`config.mk`:
```
export PLATFORM = sky130hd
export DESIGN_NAME = uart_cmd_wrapper
export DESIGN_NICKNAME = d
export VERILOG_FILES = /design/src/rtl/uart_cmd_pkg.sv /design/src/rtl/resp_tx_ctrl.sv /design/src/rtl/uart_cmd_wrapper.sv
export SDC_FILE = /design/constraint.sdc
export NUM_CORES = 1
export LEC_CHECK = 0
export BUFFER_PORTS_ARGS = -buffer_cell sky130_fd_sc_hd__buf_4
export CAP_MARGIN = 20
export CORE_MARGIN = 3
export CORE_UTILIZATION = 35
export DETAILED_ROUTE_END_ITERATION = 8
export GPL_TIMING_DRIVEN = 0
export HOLD_SLACK_MARGIN = 0.02
export PLACE_DENSITY = 0.62
export REMOVE_ABC_BUFFERS = 1
export SYNTH_ARGS = -nofsm -noshare
export SYNTH_HDL_FRONTEND = slang
export SYNTH_SLANG_ARGS = --single-unit
```
`constraint.sdc`:
```
create_clock -name clk -period 1.7 [get_ports clk]
set_input_delay 0.085 -clock clk [delete_from_list [all_inputs] [get_ports clk]]
set_output_delay 0.085 -clock clk [all_outputs]
set_load 0.03 [all_outputs]
```
`src/rtl/uart_cmd_pkg.sv`:
```
// Shared types and constants for the UART command wrapper.
// The RX state encoding equals the index of the packet byte being waited for.
package uart_cmd_pkg;

  localparam int PKT_BYTES = 3;
  localparam int CMD_IDX   = 0;
  localparam int HI_IDX    = 1;
  localparam int LO_IDX    = 2;

  typedef enum logic [1:0] {
    WAIT_CMD = 2'(CMD_IDX),
    WAIT_HI  = 2'(HI_IDX),
    WAIT_LO  = 2'(LO_IDX)
  } rx_state_t;

  typedef enum logic {
    TX_IDLE,
    TX_BUSY
  } tx_state_t;

endpackage

```
`src/rtl/resp_tx_ctrl.sv`:
```
// Response path: forwards 1-byte responses to the UART transmitter.
// A single pending slot absorbs a response that arrives while a byte is in
// flight; a newer response overwrites an older one still waiting there.
module resp_tx_ctrl (
  input  logic       clk,
  input  logic       rst_n,
  input  logic [7:0] resp,
  input  logic       send_resp,
  input  logic       tx_done,
  output logic       trmt,
  output logic [7:0] tx_data
);
  import uart_cmd_pkg::*;

  tx_state_t  state, state_nxt;
  logic       pend_full, pend_full_nxt;
  logic [7:0] pend_data, pend_data_nxt;
  logic       launch;
  logic [7:0] launch_data;

  // Next-state, pending-slot update and launch decision.
  always_comb begin
    // NOTE: every output of this block gets a default first, so no path can leave one unassigned and infer a latch.
    state_nxt     = state;
    pend_full_nxt = pend_full;
    pend_data_nxt = pend_data;
    launch        = 1'b0;
    launch_data   = resp;
    case (state)
      TX_IDLE: begin
        if (send_resp) begin
          launch    = 1'b1;
          state_nxt = TX_BUSY;
        end
      end
      TX_BUSY: begin
        if (tx_done) begin
          if (pend_full) begin
            // The older pending byte goes first; a same-cycle request refills the slot.
            launch        = 1'b1;
            launch_data   = pend_data;
            pend_full_nxt = send_resp;
            if (send_resp) pend_data_nxt = resp;
          end else if (send_resp) begin
            launch = 1'b1;
          end else begin
            state_nxt = TX_IDLE;
          end
        end else if (send_resp) begin
          pend_full_nxt = 1'b1;
          pend_data_nxt = resp;
        end
      end
      default: state_nxt = TX_IDLE;
    endcase
  end

  // State, pending slot and the registered launch pulse / held byte.
  always_ff @(posedge clk or negedge rst_n) begin
    if (!rst_n) begin
      state     <= TX_IDLE;
      pend_full <= 1'b0;
      pend_data <= '0;
      trmt      <= 1'b0;
      tx_data   <= '0;
    end else begin
      // NOTE: sequential state uses non-blocking assignments so every register samples pre-edge values.
      state     <= state_nxt;
      pend_full <= pend_full_nxt;
      pend_data <= pend_data_nxt;
      trmt      <= launch;
      if (launch) tx_data <= launch_data;
    end
  end

endmodule

```
`src/rtl/uart_cmd_wrapper.sv`:
```
// UART command wrapper: assembles 3-byte packets (cmd, data hi, data lo) from
// the RX byte stream and hands responses to the transmitter via resp_tx_ctrl.
// Optional build macro CMD_TIMEOUT_EN adds an inter-byte timeout that drops a
// partial packet; FAST_SIM shortens that timeout for simulation.
module uart_cmd_wrapper #(
  parameter int FAST_SIM = 0
) (
  input  logic        clk,
  input  logic        rst_n,
  input  logic        rx_rdy,
  input  logic [7:0]  rx_data,
  output logic        clr_rx_rdy,
  output logic        cmd_rdy,
  output logic [7:0]  cmd,
  output logic [15:0] data,
  input  logic        clr_cmd_rdy,
  input  logic [7:0]  resp,
  input  logic        send_resp,
  output logic        trmt,
  output logic [7:0]  tx_data,
  input  logic        tx_done
);
  import uart_cmd_pkg::*;

  rx_state_t  rx_state, rx_state_nxt;
  logic [7:0] pkt_hold [PKT_BYTES-1];
  logic       take_cmd, take_hi, complete;
  logic       to_expired;

`ifdef CMD_TIMEOUT_EN
  localparam int TO_WIDTH = (FAST_SIM != 0) ? 8 : 20;
  logic [TO_WIDTH-1:0] to_cnt;

  assign to_expired = (rx_state != WAIT_CMD) && (to_cnt == '1);

  // Inter-byte timer: runs while waiting for a byte, freezes during a WAIT_LO stall.
  always_ff @(posedge clk or negedge rst_n) begin
    if (!rst_n)
      to_cnt <= '0;
    else if (clr_rx_rdy || to_expired)
      to_cnt <= '0;
    else if (rx_state == WAIT_HI || (rx_state == WAIT_LO && !rx_rdy))
      to_cnt <= to_cnt + 1'b1;
  end
`else
  assign to_expired = 1'b0;
`endif

  // Packet assembly decisions; the last byte waits while an unread packet is held.
  always_comb begin
    rx_state_nxt = rx_state;
    clr_rx_rdy   = 1'b0;
    take_cmd     = 1'b0;
    take_hi      = 1'b0;
    complete     = 1'b0;
    case (rx_state)
      WAIT_CMD: begin
        if (rx_rdy) begin
          clr_rx_rdy   = 1'b1;
          take_cmd     = 1'b1;
          rx_state_nxt = WAIT_HI;
        end
      end
      WAIT_HI: begin
        if (rx_rdy) begin
          clr_rx_rdy   = 1'b1;
          take_hi      = 1'b1;
          rx_state_nxt = WAIT_LO;
        end else if (to_expired) begin
          rx_state_nxt = WAIT_CMD;
        end
      end
      WAIT_LO: begin
        if (rx_rdy && (!cmd_rdy || clr_cmd_rdy)) begin
          clr_rx_rdy   = 1'b1;
          complete     = 1'b1;
          rx_state_nxt = WAIT_CMD;
        end else if (to_expired) begin
          rx_state_nxt = WAIT_CMD;
        end
      end
      default: rx_state_nxt = WAIT_CMD;
    endcase
  end

  // RX state, partial-byte holding registers and the published packet.
  always_ff @(posedge clk or negedge rst_n) begin
    if (!rst_n) begin
      rx_state <= WAIT_CMD;
      for (int i = 0; i < PKT_BYTES - 1; i++) pkt_hold[i] <= '0;
      cmd_rdy  <= 1'b0;
      cmd      <= '0;
      data     <= '0;
    end else begin
      rx_state <= rx_state_nxt;
      if (take_cmd) pkt_hold[CMD_IDX] <= rx_data;
      if (take_hi)  pkt_hold[HI_IDX]  <= rx_data;
      // A completing packet wins over a same-cycle acknowledge.
      if (complete) begin
        cmd     <= pkt_hold[CMD_IDX];
        data    <= {pkt_hold[HI_IDX], rx_data};
        cmd_rdy <= 1'b1;
      end else if (clr_cmd_rdy) begin
        cmd_rdy <= 1'b0;
      end
    end
  end

  resp_tx_ctrl u_resp_tx_ctrl (
    .clk       (clk),
    .rst_n     (rst_n),
    .resp      (resp),
    .send_resp (send_resp),
    .tx_done   (tx_done),
    .trmt      (trmt),
    .tx_data   (tx_data)
  );

endmodule

```
* Yosys cells after proc, flatten, opt, wreduce, memory -nomap -nowiden
Cells that the tools add are included.
** Word-level totals
- Flip-flop bits (word level) :: 62
- Input bits :: 22
- Word-level logic and storage cells :: 55
** Operators by class
- Multiplexer cells :: 27
- Reduce and logical (&&, ||, !) cells :: 10
- Bitwise operators :: 1
- Equal/unequal tests :: 6
** Operators by type and width (number)
- $mux 8 :: 6
- $mux 1 :: 14
- $mux 2 :: 3
- $ne 2x2->1 const B :: 3
- $pmux 1 s2 :: 3
- $pmux 2 s3 :: 1
- $reduce_and 2->1 :: 2
- $reduce_bool 2->1 :: 2
- $reduce_and 3->1 :: 1
- $eq 2x1->1 const B :: 1
- $eq 2x2->1 const B :: 1
- $logic_not 2->1 :: 1
- $ne 2x1->1 const B :: 1
- $reduce_or 2->1 :: 1
- $logic_and 1x1->1 :: 1
- $logic_not 1->1 :: 1
- $logic_or 1x1->1 :: 1
- $not 1->1 :: 1

* Depth between registers and ports, before layout
Gate-level depths: netlist of the first run.
- Depth after elaboration :: 6
- Mapped depth :: 4
- Gate-level depth less buffers :: 3

* Modules after synthesis
From an unflattened synthesis of the first run, not the netlist that was laid out.
** Unflattened totals
- Cells, all modules :: 181
- Area total of the unflattened synthesis :: 2548.7 um^2
** By module, submodules not included
- uart_cmd_wrapper :: cells each 97, area each 1636.6 um^2, times used 1, sequential area each 1076.0 um^2
- resp_tx_ctrl :: cells each 84, area each 912.1 um^2, times used 1, sequential area each 475.5 um^2

* Worst setup path before layout of the first run
No wires, ideal clock.
- Kind :: flip-flop to flip-flop
- From :: register cmd_rdy
- To :: register data[10]
- Required time :: 1572 ps
- Path buffers :: 1
- Stages on the path, launching flop included :: 5
- Period minus slack after synthesis :: 1487 ps
- Arrival :: 1359 ps
- Setup slack :: 213 ps
- Cell sequence :: dfrtp_1 > nand2b_1 > nand4b_4 > buf_2 > mux2_1
** On the way
- Cells in the longest elaborated chain, start to end :: 5
** RTL lines
- from (decl) :: RTL line uart_cmd_wrapper.sv:13 : output logic cmd_rdy,
- from (signal assigned) :: RTL line uart_cmd_wrapper.sv:91 : cmd_rdy <= 1'b0;
- from (signal assigned) :: RTL line uart_cmd_wrapper.sv:102 : cmd_rdy <= 1'b1;
- from (signal assigned) :: RTL line uart_cmd_wrapper.sv:104 : cmd_rdy <= 1'b0;
- $logic_not 1->1 :: RTL line uart_cmd_wrapper.sv:74 : if (rx_rdy && (!cmd_rdy || clr_cmd_rdy)) begin
- $logic_or 1x1->1 :: RTL line uart_cmd_wrapper.sv:74
- $logic_and 1x1->1 :: RTL line uart_cmd_wrapper.sv:74
- $mux 1 :: RTL line uart_cmd_wrapper.sv:74
- $mux 1 :: RTL line uart_cmd_wrapper.sv:56 : case (rx_state)
- to (signal assigned) :: RTL line uart_cmd_wrapper.sv:101 : data <= {pkt_hold[HI_IDX], rx_data};
- to (decl) :: RTL line uart_cmd_wrapper.sv:15 : output logic [15:0] data,
No other way between the ends.
A chain may end at the register's enable or synchronous reset.

* Final worst setup path of the first run
- From :: register rx_state[1]
- To :: register pkt_hold[9] (netlist name)
** On the way
- Cells in the longest elaborated chain, start to end :: 2
** RTL lines
- from (decl) :: RTL line uart_cmd_wrapper.sv:25 : rx_state_t rx_state, rx_state_nxt;
- from (signal assigned) :: RTL line uart_cmd_wrapper.sv:95 : rx_state <= rx_state_nxt;
- $logic_not 2->1 :: RTL line uart_cmd_wrapper.sv:56
- $mux 1 :: RTL line uart_cmd_wrapper.sv:56
- to (signal, indexed assignment) :: RTL line uart_cmd_wrapper.sv:96 : if (take_cmd) pkt_hold[CMD_IDX] <= rx_data;
- to (signal, indexed assignment) :: RTL line uart_cmd_wrapper.sv:97 : if (take_hi) pkt_hold[HI_IDX] <= rx_data;
- to (decl) :: RTL line uart_cmd_wrapper.sv:26 : logic [7:0] pkt_hold [PKT_BYTES-1];
No other way between the ends.

==> impl_metrics.xml, run 1 <==
<?xml version="1.0" encoding="UTF-8"?>
<metrics>
  <group name="clocking">
    <metric name="clk_pin_slew_worst_paths" unit="ns">0.07</metric>
    <metric name="worstSkewPairLatency" unit="ns">0.33</metric>
    <metric name="tritoncts" unit="">done</metric>
    <metric name="cts.sinks" unit="">62</metric>
    <metric name="clk_root_buffer_cell" unit="">sky130_fd_sc_hd__clkbuf_8</metric>
    <metric name="cts_made_buffers" unit="">9</metric>
    <metric name="clock_tree.buffer_depth" unit="">2</metric>
    <metric name="cts_htree_levels" unit="">3</metric>
    <metric name="cts_setup_buffers" unit="">0</metric>
  </group>
  <group name="power_and_ir_drop">
    <metric name="p_leak" unit="nW">1.59</metric>
    <metric name="ir_worst_vdd" unit="mV">1.16</metric>
    <metric name="power_density" unit="nW/um2">1780</metric>
  </group>
  <group name="floorplanning">
    <metric name="die_area" unit="um2">8280</metric>
    <metric name="fp.coreArea" unit="um2">6910</metric>
    <metric name="floorplan.initialDensity" unit="%">36.6</metric>
    <metric name="number_of_placement_rows" unit="">30</metric>
    <metric name="chipWidth" unit="um">91.0</metric>
    <metric name="die_h" unit="um">91.0</metric>
    <metric name="floorplan.io_pins" unit="">57</metric>
  </group>
  <group name="synthesis">
    <metric name="avgSynthCellArea" unit="um2">14.0</metric>
    <metric name="post_synth_fa_ha_maj_area_fraction" unit="%">0</metric>
    <metric name="syn-instance-count" unit="">180</metric>
    <metric name="post_synth_num_cell_types" unit="">24</metric>
    <metric name="ys_seq_elements" unit="">62</metric>
    <metric name="ranking_of_synthesized_cells_by_area" unit="">sky130_fd_sc_hd__dfrtp_1 (61%), sky130_fd_sc_hd__mux2_2 (13%), sky130_fd_sc_hd__mux2_1 (8.0%), sky130_fd_sc_hd__nand2b_1 (3.2%), sky130_fd_sc_hd__a222oi_1 (2.8%)</metric>
    <metric name="post-synth-top-area-fraction" unit="%">61.4</metric>
    <metric name="synth-seq-area-share" unit="%">61.4</metric>
    <metric name="post_synth_and_or_nand_nor_area_fraction" unit="%">6.39</metric>
    <metric name="synth_warnings" unit="">0</metric>
    <metric name="yosys-mux-area-fraction" unit="%">21.4</metric>
    <metric name="synth_xor_area_share" unit="%">0.347</metric>
    <metric name="synth_area" unit="um2">2530</metric>
    <metric name="synth_compound_gate_area_share" unit="%">7.92</metric>
    <metric name="synth_top_area_cell" unit="">sky130_fd_sc_hd__dfrtp_1</metric>
    <metric name="synth_top_family_by_area" unit="">multiplexers</metric>
  </group>
  <group name="sta">
    <metric name="timing_hold_violations_final" unit="">0</metric>
    <metric name="final-max-slew-violation-count" unit="">0</metric>
    <metric name="final_setup_viols" unit="">0</metric>
    <metric name="worst-slew-pin-transition" unit="ns">0.776</metric>
    <metric name="fmaxAchievable" unit="GHz">0.617</metric>
    <metric name="period_share" unit="%">95.3</metric>
    <metric name="finalWorstPathRequiredPeriod" unit="ns">1.62</metric>
    <metric name="skew" unit="ns">0.00954</metric>
    <metric name="finalHoldWorstSlack" unit="ns">0.0624</metric>
    <metric name="timing.max_slew.rel_slack" unit="%">48.2</metric>
    <metric name="rsz_0062_raised_after_global_routing" unit="">yes</metric>
  </group>
  <group name="drt">
    <metric name="routed_wl" unit="mm">5.21</metric>
    <metric name="drtPass1Iterations" unit="">5</metric>
    <metric name="detail_route.drc_violations" unit="">0</metric>
    <metric name="avgRoutedWirePerCell" unit="um">14.4</metric>
    <metric name="dr_total_vias" unit="">1757</metric>
    <metric name="post_drt_via_cell_ratio" unit="">4.87</metric>
    <metric name="drt_iter0_drc" unit="">114</metric>
    <metric name="postRouteAntennaNets" unit="">0</metric>
  </group>
  <group name="global_route">
    <metric name="first_global_vias" unit="">1739</metric>
    <metric name="gr-total-overflow" unit="">0</metric>
    <metric name="grt_max_degree" unit="">63</metric>
    <metric name="grt_first_pass_wirelength" unit="mm">8.92</metric>
    <metric name="globalRouteTotalUtil" unit="%">13.8</metric>
    <metric name="grt_antenna_before_repair" unit="">0</metric>
  </group>
  <group name="setup_path">
    <metric name="nature_of_the_critical_path_startpoint" unit="">flip-flop</metric>
    <metric name="critPathCaptureType" unit="">flip-flop</metric>
    <metric name="critical_path_peak_fanout" unit="">8</metric>
    <metric name="cpPeakStageDelay" unit="ns">0.48</metric>
    <metric name="timing.critical_path.cells" unit="">nand2b_1, nor2_2, mux2_2</metric>
    <metric name="crit_slowest_cell" unit="">sky130_fd_sc_hd__dfrtp_1</metric>
    <metric name="crit_arrival" unit="ns">1.84</metric>
    <metric name="worstPathRequired" unit="ns">1.92</metric>
    <metric name="worstSetupPathType" unit="">flip-flop to flip-flop</metric>
  </group>
  <group name="finish">
    <metric name="drive_gt1_share" unit="%">41.1</metric>
    <metric name="design_area" unit="um2">3430</metric>
    <metric name="mostFrequentLayoutCells" unit="">sky130_fd_sc_hd__dfrtp_1 (61), sky130_fd_sc_hd__buf_4 (56), sky130_fd_sc_hd__mux2_2 (30), sky130_fd_sc_hd__mux2_1 (18), sky130_fd_sc_hd__dlygate4sd3_1 (18)</metric>
    <metric name="antennaDiodeCount" unit="">0</metric>
    <metric name="fin_nets" unit="">282</metric>
    <metric name="multiInputGateArea" unit="um2">935</metric>
    <metric name="fillers" unit="">652</metric>
    <metric name="mostFrequentLayoutCell" unit="">sky130_fd_sc_hd__dfrtp_1</metric>
    <metric name="seq_area" unit="um2">1550</metric>
    <metric name="syn2layout_area_growth" unit="%">35.7</metric>
  </group>
  <group name="placement">
    <metric name="gp_congestion" unit="">0.674</metric>
    <metric name="buffer_ports.inserted" unit="">56</metric>
    <metric name="dp_hpwl" unit="mm">3.22</metric>
    <metric name="placement.cell_area" unit="um2">3040</metric>
  </group>
  <group name="run">
    <metric name="drv_cap" unit="">0</metric>
  </group>
  <group name="worst_hold_path">
    <metric name="hold_path.class" unit="">primary input to flip-flop</metric>
  </group>
  <group name="run_status">
    <metric name="status" unit="">finished clean</metric>
  </group>
</metrics>
-- worst paths after layout --
| path | start | cells past startpoint | to | slack (ns) |
|---|---|---|---|---|
| max in group asynchronous | rst_n | 2 | u_resp_tx_ctrl.pend_full | 0.77 |
| min | clr_cmd_rdy | 3 | cmd_rdy | 0.06 |
| max reg2reg | rx_state[1] | 3 | pkt_hold[9] | 0.08 |
| max | rx_state[1] | 3 | pkt_hold[9] | 0.08 |
| min reg2reg | pkt_hold[5] | 1 | data[13] | 0.48 |
| min in group asynchronous | rst_n | 2 | data[5] | 0.37 |
-- power by group --
group	total (mW)	internal, mW	switching, mW
Combinational	2.41	1.10	1.31
Sequential	2.47	2.10	0.366
Clock	1.23	0.665	0.568
Total	6.12	3.87	2.25
-- layout make-up --
type / instances / area share, %
timing repair buffer: 74 / 17.5
sequential: 62 / 45.3
clock inverter: 7 / 1.90
inverter: 9 / 0.985
clock buffer: 9 / 3.61
tap: 96 / 3.50
multi-input combinational: 104 / 27.2
-- state kept, by name (all words and copies together), names as in the netlist --
name                      flops
pkt_hold                     16
u_resp_tx_ctrl.trmt           1
u_resp_tx_ctrl.tx_data        8
cmd                           8
rx_state                      2
data                         16
u_resp_tx_ctrl.state          1
u_resp_tx_ctrl.pend_data      8
u_resp_tx_ctrl.pend_full      1
cmd_rdy                       1
-- metal layers --
metal  track usage (%)  wire (um)
met2              21.0       2480
met3              2.90        229
met1              18.0       2360
met4              8.29        143
met5                 0          0
-- cell usage after synthesis --
library cell	number
sky130_fd_sc_hd__nor2_1	1
sky130_fd_sc_hd__buf_2	4
sky130_fd_sc_hd__o21ai_1	1
sky130_fd_sc_hd__mux2_2	30
sky130_fd_sc_hd__nor2_2	1
sky130_fd_sc_hd__and2_1	1
sky130_fd_sc_hd__o21ai_0	11
sky130_fd_sc_hd__xnor2_1	1
sky130_fd_sc_hd__nand2b_1	13
sky130_fd_sc_hd__nand3b_1	2
sky130_fd_sc_hd__and3_1	1
sky130_fd_sc_hd__nand2_1	5
sky130_fd_sc_hd__a21oi_1	1
sky130_fd_sc_hd__dfrtp_1	62
sky130_fd_sc_hd__inv_1	9
sky130_fd_sc_hd__nand4b_4	1
sky130_fd_sc_hd__a222oi_1	7
sky130_fd_sc_hd__a211o_1	1
sky130_fd_sc_hd__mux2_1	18
sky130_fd_sc_hd__o22ai_1	6
sky130_fd_sc_hd__a21boi_1	1
sky130_fd_sc_hd__buf_4	1
sky130_fd_sc_hd__o221a_2	1
sky130_fd_sc_hd__clkbuf_1	1
-- cells by family after synthesis --
logic type      Yosys count
flops                    62
mux                      48
compound gates           29
simple gates             25
buf+inv                  15
xor+xnor                  1
-- repair_timing --
action | in CTS | in global routing
pin swaps | 1 | 1
hold endpoints to repair | 95 | 0
gates resized for setup | 2 | 1
cloned | 1 | 0
endpoints found under the setup margin | 9 | 8
hold buffers | 18 | 0
-- through the flow --
step	setup TNS (ns)	worst slack (ns)	cells	utilization (%)	total power, mW
4_1_cts	0	0.0678	361	49.7	6.22
2_1_floorplan	0	0.171	174	-	3.97
3_5_place_dp	-0.211	-0.0337	326	44.0	4.87
5_1_grt	-0.0612	-0.0241	361	49.7	6.49
3_3_place_gp	-0.0635	-0.0123	326	44.0	4.82
6_report	0	0.0791	361	49.7	6.12
-- critical path: cells and delay by family, from the launching register on --
kind | cells | cell delay, ns
muxes | 1 | 0.39
DFF | 1 | 0.48
and+or+nand+nor | 2 | 0.63
(Power assumes the default switching activity.)
==> run 2, diff against run 1 <==
clock period = 1.51 ns   (was 1.7 ns; I/O delays follow)
==> run 2 against run 1 <==
  * Sequential share of layout area down 1.0 points
  * Maximum frequency up 12%
  * Clock skew down 0.0016 ns
  * Clock power up 13%
  * Flip-flop and latch count unchanged
  * Sequential power up 12%
  * Final cell count up 1.7%
  * Combinational power up 19%
  * Global-route usage up 0.053 points
==> impl_metrics.xml, run 2 (synthesis results as in run 1) <==
<?xml version="1.0" encoding="UTF-8"?>
<metrics>
  <group name="run_status">
    <metric name="status" unit="">finished clean</metric>
  </group>
  <group name="drt">
    <metric name="avgRoutedWirePerCell" unit="um">14.4</metric>
    <metric name="post_drt_via_cell_ratio" unit="">4.78</metric>
    <metric name="drtPass1Iterations" unit="">5</metric>
    <metric name="postRouteAntennaNets" unit="">0</metric>
    <metric name="detail_route.drc_violations" unit="">0</metric>
    <metric name="dr_total_vias" unit="">1756</metric>
    <metric name="routed_wl" unit="mm">5.30</metric>
    <metric name="drt_iter0_drc" unit="">137</metric>
  </group>
  <group name="floorplanning">
    <metric name="floorplan.io_pins" unit="">57</metric>
    <metric name="number_of_placement_rows" unit="">30</metric>
    <metric name="floorplan.initialDensity" unit="%">36.6</metric>
    <metric name="chipWidth" unit="um">91.0</metric>
    <metric name="fp.coreArea" unit="um2">6910</metric>
    <metric name="die_area" unit="um2">8280</metric>
    <metric name="die_h" unit="um">91.0</metric>
  </group>
  <group name="sta">
    <metric name="fmaxAchievable" unit="GHz">0.693</metric>
    <metric name="timing_hold_violations_final" unit="">0</metric>
    <metric name="rsz_0062_raised_after_global_routing" unit="">no</metric>
    <metric name="worst-slew-pin-transition" unit="ns">0.777</metric>
    <metric name="final_critical_path_setup_slack" unit="ns">0.0662</metric>
    <metric name="period_share" unit="%">95.6</metric>
    <metric name="skew" unit="ns">0.00794</metric>
    <metric name="final-max-slew-violation-count" unit="">0</metric>
    <metric name="timing.max_slew.rel_slack" unit="%">48.2</metric>
    <metric name="final_setup_viols" unit="">0</metric>
    <metric name="finalWorstPathRequiredPeriod" unit="ns">1.44</metric>
  </group>
  <group name="finish">
    <metric name="drive_gt1_share" unit="%">42.8</metric>
    <metric name="syn2layout_area_growth" unit="%">39.1</metric>
    <metric name="largestRegisters" unit="">data: 16 flops, pkt_hold: 16 flops</metric>
    <metric name="multiInputGateArea" unit="um2">947</metric>
    <metric name="mostFrequentLayoutCells" unit="">sky130_fd_sc_hd__dfrtp_1 (60), sky130_fd_sc_hd__buf_4 (60), sky130_fd_sc_hd__mux2_2 (30), sky130_fd_sc_hd__mux2_1 (18), sky130_fd_sc_hd__dlygate4sd3_1 (18)</metric>
    <metric name="antennaDiodeCount" unit="">0</metric>
    <metric name="seq_area" unit="um2">1550</metric>
    <metric name="fillers" unit="">645</metric>
    <metric name="design_area" unit="um2">3510</metric>
    <metric name="fin_nets" unit="">288</metric>
  </group>
  <group name="placement">
    <metric name="dp_hpwl" unit="mm">3.22</metric>
    <metric name="worst_setup_slack_post_dpl" unit="ns">-0.224</metric>
    <metric name="gp_congestion" unit="">0.674</metric>
    <metric name="placement.cell_area" unit="um2">3040</metric>
    <metric name="buffer_ports.inserted" unit="">56</metric>
  </group>
  <group name="global_route">
    <metric name="grt_max_degree" unit="">63</metric>
    <metric name="grt_antenna_before_repair" unit="">0</metric>
    <metric name="first_global_vias" unit="">1756</metric>
    <metric name="grt_first_pass_wirelength" unit="mm">8.97</metric>
    <metric name="gr-total-overflow" unit="">0</metric>
    <metric name="globalRouteTotalUtil" unit="%">13.9</metric>
  </group>
  <group name="setup_path">
    <metric name="worstSetupPathType" unit="">flip-flop to flip-flop</metric>
    <metric name="critical_path_peak_fanout" unit="">13</metric>
    <metric name="worstPathRequired" unit="ns">1.73</metric>
    <metric name="ff2ff_path_depth" unit="">3</metric>
    <metric name="critPathCaptureType" unit="">flip-flop</metric>
    <metric name="crit_arrival" unit="ns">1.66</metric>
    <metric name="nature_of_the_critical_path_startpoint" unit="">flip-flop</metric>
  </group>
  <group name="clocking">
    <metric name="cts_made_buffers" unit="">9</metric>
    <metric name="worstSkewPairLatency" unit="ns">0.33</metric>
    <metric name="clk_pin_slew_worst_paths" unit="ns">0.07</metric>
    <metric name="clock_tree.buffer_depth" unit="">2</metric>
    <metric name="cts_htree_levels" unit="">3</metric>
    <metric name="tritoncts" unit="">done</metric>
    <metric name="clk_root_buffer_cell" unit="">sky130_fd_sc_hd__clkbuf_8</metric>
    <metric name="cts.sinks" unit="">62</metric>
  </group>
  <group name="worst_hold_path">
    <metric name="worstHoldPathCells" unit="">3</metric>
    <metric name="hold_path.class" unit="">primary input to flip-flop</metric>
  </group>
  <group name="power_and_ir_drop">
    <metric name="totalPowerFinal" unit="mW">7.02</metric>
    <metric name="p_leak" unit="nW">1.61</metric>
    <metric name="ir_worst_vdd" unit="mV">1.31</metric>
    <metric name="power_density" unit="nW/um2">2000</metric>
  </group>
  <group name="run">
    <metric name="drv_cap" unit="">0</metric>
  </group>
</metrics>
[run 2: changes by cell type in the layout (fill, tap and decap cells not counted)]
cell,delta
sky130_fd_sc_hd__buf_12,+2
sky130_fd_sc_hd__buf_4,+4
sky130_fd_sc_hd__nand4b_2,-1
sky130_fd_sc_hd__and3_4,+1
sky130_fd_sc_hd__nand2b_4,-1
sky130_fd_sc_hd__dfrtp_1,-1
sky130_fd_sc_hd__and3_2,-1
sky130_fd_sc_hd__dfrtp_2,+1
sky130_fd_sc_hd__nor2_4,+1
sky130_fd_sc_hd__nor2_2,-1
sky130_fd_sc_hd__nand2b_2,+1
sky130_fd_sc_hd__nand4b_4,+1
[run 2: where the power goes]
part           switching (mW)  internal [mW]
clock network           0.637          0.749
logic                    1.52           1.34
registers               0.400           2.37
[run 2: timing repair]
item / 4_1_cts / 5_1_grt
gates cloned: 1 / 0
endpoints found under the hold margin: 95 / 0
gates resized for setup: 4 / 3
hold buffers: 18 / 0
endpoints found under the setup margin: 43 / 27
setup buffers: 3 / 3
pin swaps: 1 / 2
[run 2: metal layers]
| layer | global-route usage (%) | wire length, um | vias up |
|---|---|---|---|
| met5 | 0 | 0 | - |
| met4 | 8.29 | 144 | 0 |
| met3 | 2.90 | 198 | 11 |
| met2 | 21.1 | 2490 | 40 |
| met1 | 18.2 | 2470 | 878 |
| li1 | - | - | 827 |
[run 2: final cells by class]
| class | instances | share of cell area (%) |
|---|---|---|
| Clock buffer | 9 | 3.52 |
| Clock inverter | 7 | 1.85 |
| Inverter | 9 | 0.961 |
| Multi-Input combinational cell | 104 | 26.9 |
| Sequential cell | 62 | 44.2 |
| Tap cell | 96 | 3.42 |
| Timing Repair Buffer | 80 | 19.1 |
[run 2: final timing paths]
path	to	from	slack (ns)
max	u_resp_tx_ctrl.pend_data[7]	u_resp_tx_ctrl.pend_full	0.07
min	rx_state[0]	rx_rdy	0.09
max reg2reg	u_resp_tx_ctrl.pend_data[7]	u_resp_tx_ctrl.pend_full	0.07
min reg2reg	data[12]	pkt_hold[4]	0.48
max in group asynchronous	u_resp_tx_ctrl.pend_full	rst_n	0.58
min in group asynchronous	data[5]	rst_n	0.37
[run 2: worst max-delay path, stage by stage, from the launching register on]
cell and delay (ns):
sky130_fd_sc_hd__dfrtp_2 0.50, sky130_fd_sc_hd__nand2b_1 0.20, sky130_fd_sc_hd__and3_4 0.28, sky130_fd_sc_hd__mux2_2 0.35
[run 2: metrics by stage]
step,hold WS (ns),TNS [ns],cells,utilization [%]
4_1_cts,0.0644,0,364,50.3
6_report,0.0921,0,367,50.9
5_1_grt,0.0856,0,367,50.9
3_5_place_dp,0.214,-3.47,326,44.0
3_3_place_gp,0.221,-3.39,326,44.0
2_1_floorplan,-0.220,-0.346,174,-
==> run 3, diff against run 2 <==
clock period = 1.4 ns   (was 1.51 ns; I/O delays follow)
==> run 3 against run 2 <==
  * Clock-buffer cell count unchanged
  * Flip-flop and latch count stayed put
  * Maximum frequency rose by 6.7%
  * Sequential share of layout area decreased by 0.54 points
  * First-iteration DRC count is 20% lower
  * Non-clock buffer count is 3 higher
  * Combinational power increased by 12%
  * Largest cell class unchanged
==> impl_metrics.xml, run 3 (synthesis results as in run 1) <==
<?xml version="1.0" encoding="UTF-8"?>
<metrics>
  <group name="sta">
    <metric name="timing.max_slew.rel_slack" unit="%">48.1</metric>
    <metric name="skew" unit="ns">0.00731</metric>
    <metric name="final_setup_viols" unit="">0</metric>
    <metric name="worst-slew-pin-transition" unit="ns">0.779</metric>
    <metric name="timing_hold_violations_final" unit="">0</metric>
    <metric name="finalHoldWorstSlack" unit="ns">0.107</metric>
    <metric name="timing.setup.tns" unit="ns">0</metric>
    <metric name="period_share" unit="%">96.6</metric>
    <metric name="final_critical_path_setup_slack" unit="ns">0.0473</metric>
    <metric name="finalWorstPathRequiredPeriod" unit="ns">1.35</metric>
    <metric name="fmaxAchievable" unit="GHz">0.739</metric>
    <metric name="final-max-slew-violation-count" unit="">0</metric>
  </group>
  <group name="global_route">
    <metric name="gr-total-overflow" unit="">0</metric>
    <metric name="grt_first_pass_wirelength" unit="mm">9.07</metric>
    <metric name="globalRouteMet2Util" unit="%">21.5</metric>
    <metric name="first_global_vias" unit="">1777</metric>
    <metric name="globalRouteTotalUtil" unit="%">14.0</metric>
    <metric name="grt_max_degree" unit="">63</metric>
    <metric name="globalRoute.busiestLayer" unit="">met2</metric>
    <metric name="grtUsageMet1" unit="%">18.3</metric>
    <metric name="grt_use_met3" unit="%">2.90</metric>
    <metric name="grt_antenna_before_repair" unit="">0</metric>
  </group>
  <group name="placement">
    <metric name="worst_setup_slack_post_dpl" unit="ns">-0.334</metric>
    <metric name="buffer_ports.inserted" unit="">56</metric>
    <metric name="gp_congestion" unit="">0.674</metric>
    <metric name="dp_hpwl" unit="mm">3.22</metric>
    <metric name="placed_cells" unit="">326</metric>
    <metric name="placement.cell_area" unit="um2">3040</metric>
  </group>
  <group name="clocking">
    <metric name="clk_pin_slew_worst_paths" unit="ns">0.07</metric>
    <metric name="clock_tree.buffer_depth" unit="">2</metric>
    <metric name="cts_made_buffers" unit="">9</metric>
    <metric name="cts_htree_levels" unit="">3</metric>
    <metric name="cts.sinks" unit="">62</metric>
    <metric name="tritoncts" unit="">done</metric>
    <metric name="clk_root_buffer_cell" unit="">sky130_fd_sc_hd__clkbuf_8</metric>
    <metric name="worstSkewPairLatency" unit="ns">0.33</metric>
  </group>
  <group name="finish">
    <metric name="layout.core_utilization" unit="%">51.6</metric>
    <metric name="seq_area" unit="um2">1560</metric>
    <metric name="largestRegisters" unit="">data: 16 flops, pkt_hold: 16 flops</metric>
    <metric name="fin_nets" unit="">291</metric>
    <metric name="mostFrequentLayoutCell" unit="">sky130_fd_sc_hd__buf_4</metric>
    <metric name="syn2layout_area_growth" unit="%">40.9</metric>
    <metric name="fillers" unit="">638</metric>
    <metric name="instances_no_fill" unit="">370</metric>
    <metric name="antennaDiodeCount" unit="">0</metric>
    <metric name="drive_gt1_share" unit="%">44.5</metric>
    <metric name="multiInputGateArea" unit="um2">957</metric>
    <metric name="design_area" unit="um2">3560</metric>
    <metric name="mostFrequentLayoutCells" unit="">sky130_fd_sc_hd__buf_4 (62), sky130_fd_sc_hd__dfrtp_1 (59), sky130_fd_sc_hd__mux2_2 (30), sky130_fd_sc_hd__mux2_1 (18), sky130_fd_sc_hd__dlygate4sd3_1 (18)</metric>
  </group>
  <group name="power_and_ir_drop">
    <metric name="power_density" unit="nW/um2">2160</metric>
    <metric name="totalPowerFinal" unit="mW">7.68</metric>
    <metric name="p_leak" unit="nW">1.63</metric>
    <metric name="ir_worst_vdd" unit="mV">1.41</metric>
  </group>
  <group name="drt">
    <metric name="dr_total_vias" unit="">1794</metric>
    <metric name="postRouteAntennaNets" unit="">0</metric>
    <metric name="routed_wl" unit="mm">5.42</metric>
    <metric name="drtPass1Iterations" unit="">5</metric>
    <metric name="drt_iter0_drc" unit="">109</metric>
    <metric name="avgRoutedWirePerCell" unit="um">14.7</metric>
    <metric name="post_drt_via_cell_ratio" unit="">4.85</metric>
    <metric name="detail_route.drc_violations" unit="">0</metric>
  </group>
  <group name="setup_path">
    <metric name="r2r_slack" unit="ns">0.05</metric>
    <metric name="stages_on_the_worst_setup_path" unit="">4</metric>
    <metric name="crit_path_start" unit="">rx_state[1]</metric>
    <metric name="worstSetupPathType" unit="">flip-flop to flip-flop</metric>
    <metric name="nature_of_the_critical_path_startpoint" unit="">flip-flop</metric>
    <metric name="worst_path_dominant_cell_family" unit="">flip-flops</metric>
    <metric name="cpPeakStageDelay" unit="ns">0.45</metric>
    <metric name="ff2ff_path_depth" unit="">4</metric>
    <metric name="r2r_startpoint" unit="">rx_state[1]</metric>
    <metric name="worstPathRequired" unit="ns">1.61</metric>
    <metric name="timing.critical_path.cells" unit="">buf_4, nand3b_1, buf_12, mux2_2</metric>
    <metric name="cp_num_buf_inv" unit="">2</metric>
    <metric name="critical_path_peak_fanout" unit="">9</metric>
    <metric name="crit_slowest_cell" unit="">sky130_fd_sc_hd__dfrtp_2</metric>
    <metric name="critPathCaptureType" unit="">flip-flop</metric>
    <metric name="worst_setup_path_endpoint" unit="">pkt_hold[6]</metric>
    <metric name="r2r-end" unit="">pkt_hold[6]</metric>
    <metric name="crit_arrival" unit="ns">1.57</metric>
  </group>
  <group name="floorplanning">
    <metric name="chipWidth" unit="um">91.0</metric>
    <metric name="die_area" unit="um2">8280</metric>
    <metric name="fp.coreArea" unit="um2">6910</metric>
    <metric name="die_h" unit="um">91.0</metric>
    <metric name="floorplan.initialDensity" unit="%">36.6</metric>
    <metric name="number_of_placement_rows" unit="">30</metric>
    <metric name="floorplan.io_pins" unit="">57</metric>
  </group>
  <group name="run_status">
    <metric name="status" unit="">finished clean</metric>
  </group>
  <group name="run">
    <metric name="drv_cap" unit="">0</metric>
  </group>
  <group name="worst_hold_path">
    <metric name="hold_path.class" unit="">primary input to flip-flop</metric>
    <metric name="hold_start" unit="">clr_cmd_rdy</metric>
  </group>
</metrics>
==> run 3: repair_timing <==
action                                 in CTS  in global routing
setup endpoints to repair                  56                 28
pin swaps                                   2                  0
resized for setup                           7                  3
setup buffers                               8                  1
cloned                                      1                  0
hold buffers                               18                  0
endpoints found under the hold margin      95                  0
==> run 3: worst register-to-register path: stages (launching register included) <==
cell and delay (ns):
sky130_fd_sc_hd__dfrtp_2 0.45, sky130_fd_sc_hd__buf_4 0.15, sky130_fd_sc_hd__nand3b_1 0.19, sky130_fd_sc_hd__buf_12 0.17, sky130_fd_sc_hd__mux2_2 0.27
==> run 3: how the worst min path moves through the flow <==
stage | end | slack (ns) | depth (start not counted)
final | cmd_rdy | 0.11 | 3
after CTS | rx_state[0] | 0.06 | 3
after floorplan | cmd[0] | -0.23 | 0
after detailed placement | data[5] | 0.21 | 1
after global routing | cmd_rdy | 0.11 | 3
after global placement | cmd_rdy | 0.22 | 1
==> run 3: final cells by class <==
class	count	share of cell area, %
repair buffers	83	19.8
clock buffers	9	3.48
clock inverters	7	1.83
multi-input cells	104	26.9
well taps	96	3.37
flip-flops and latches	62	43.7
inverters	9	0.949
==> run 3: metal layers <==
layer / part of all wire, % / vias up
li1: - / 837
met1: 45 / 895
met2: 48 / 53
met3: 4.9 / 9
met4: 2.3 / 0
met5: 0 / -
==> run 3: power breakdown <==
group	total [mW]	switching [mW]	internal (mW)
clock	1.50	0.688	0.808
sequential	2.98	0.425	2.56
combinational	3.20	1.68	1.52
total	7.68	2.79	4.89
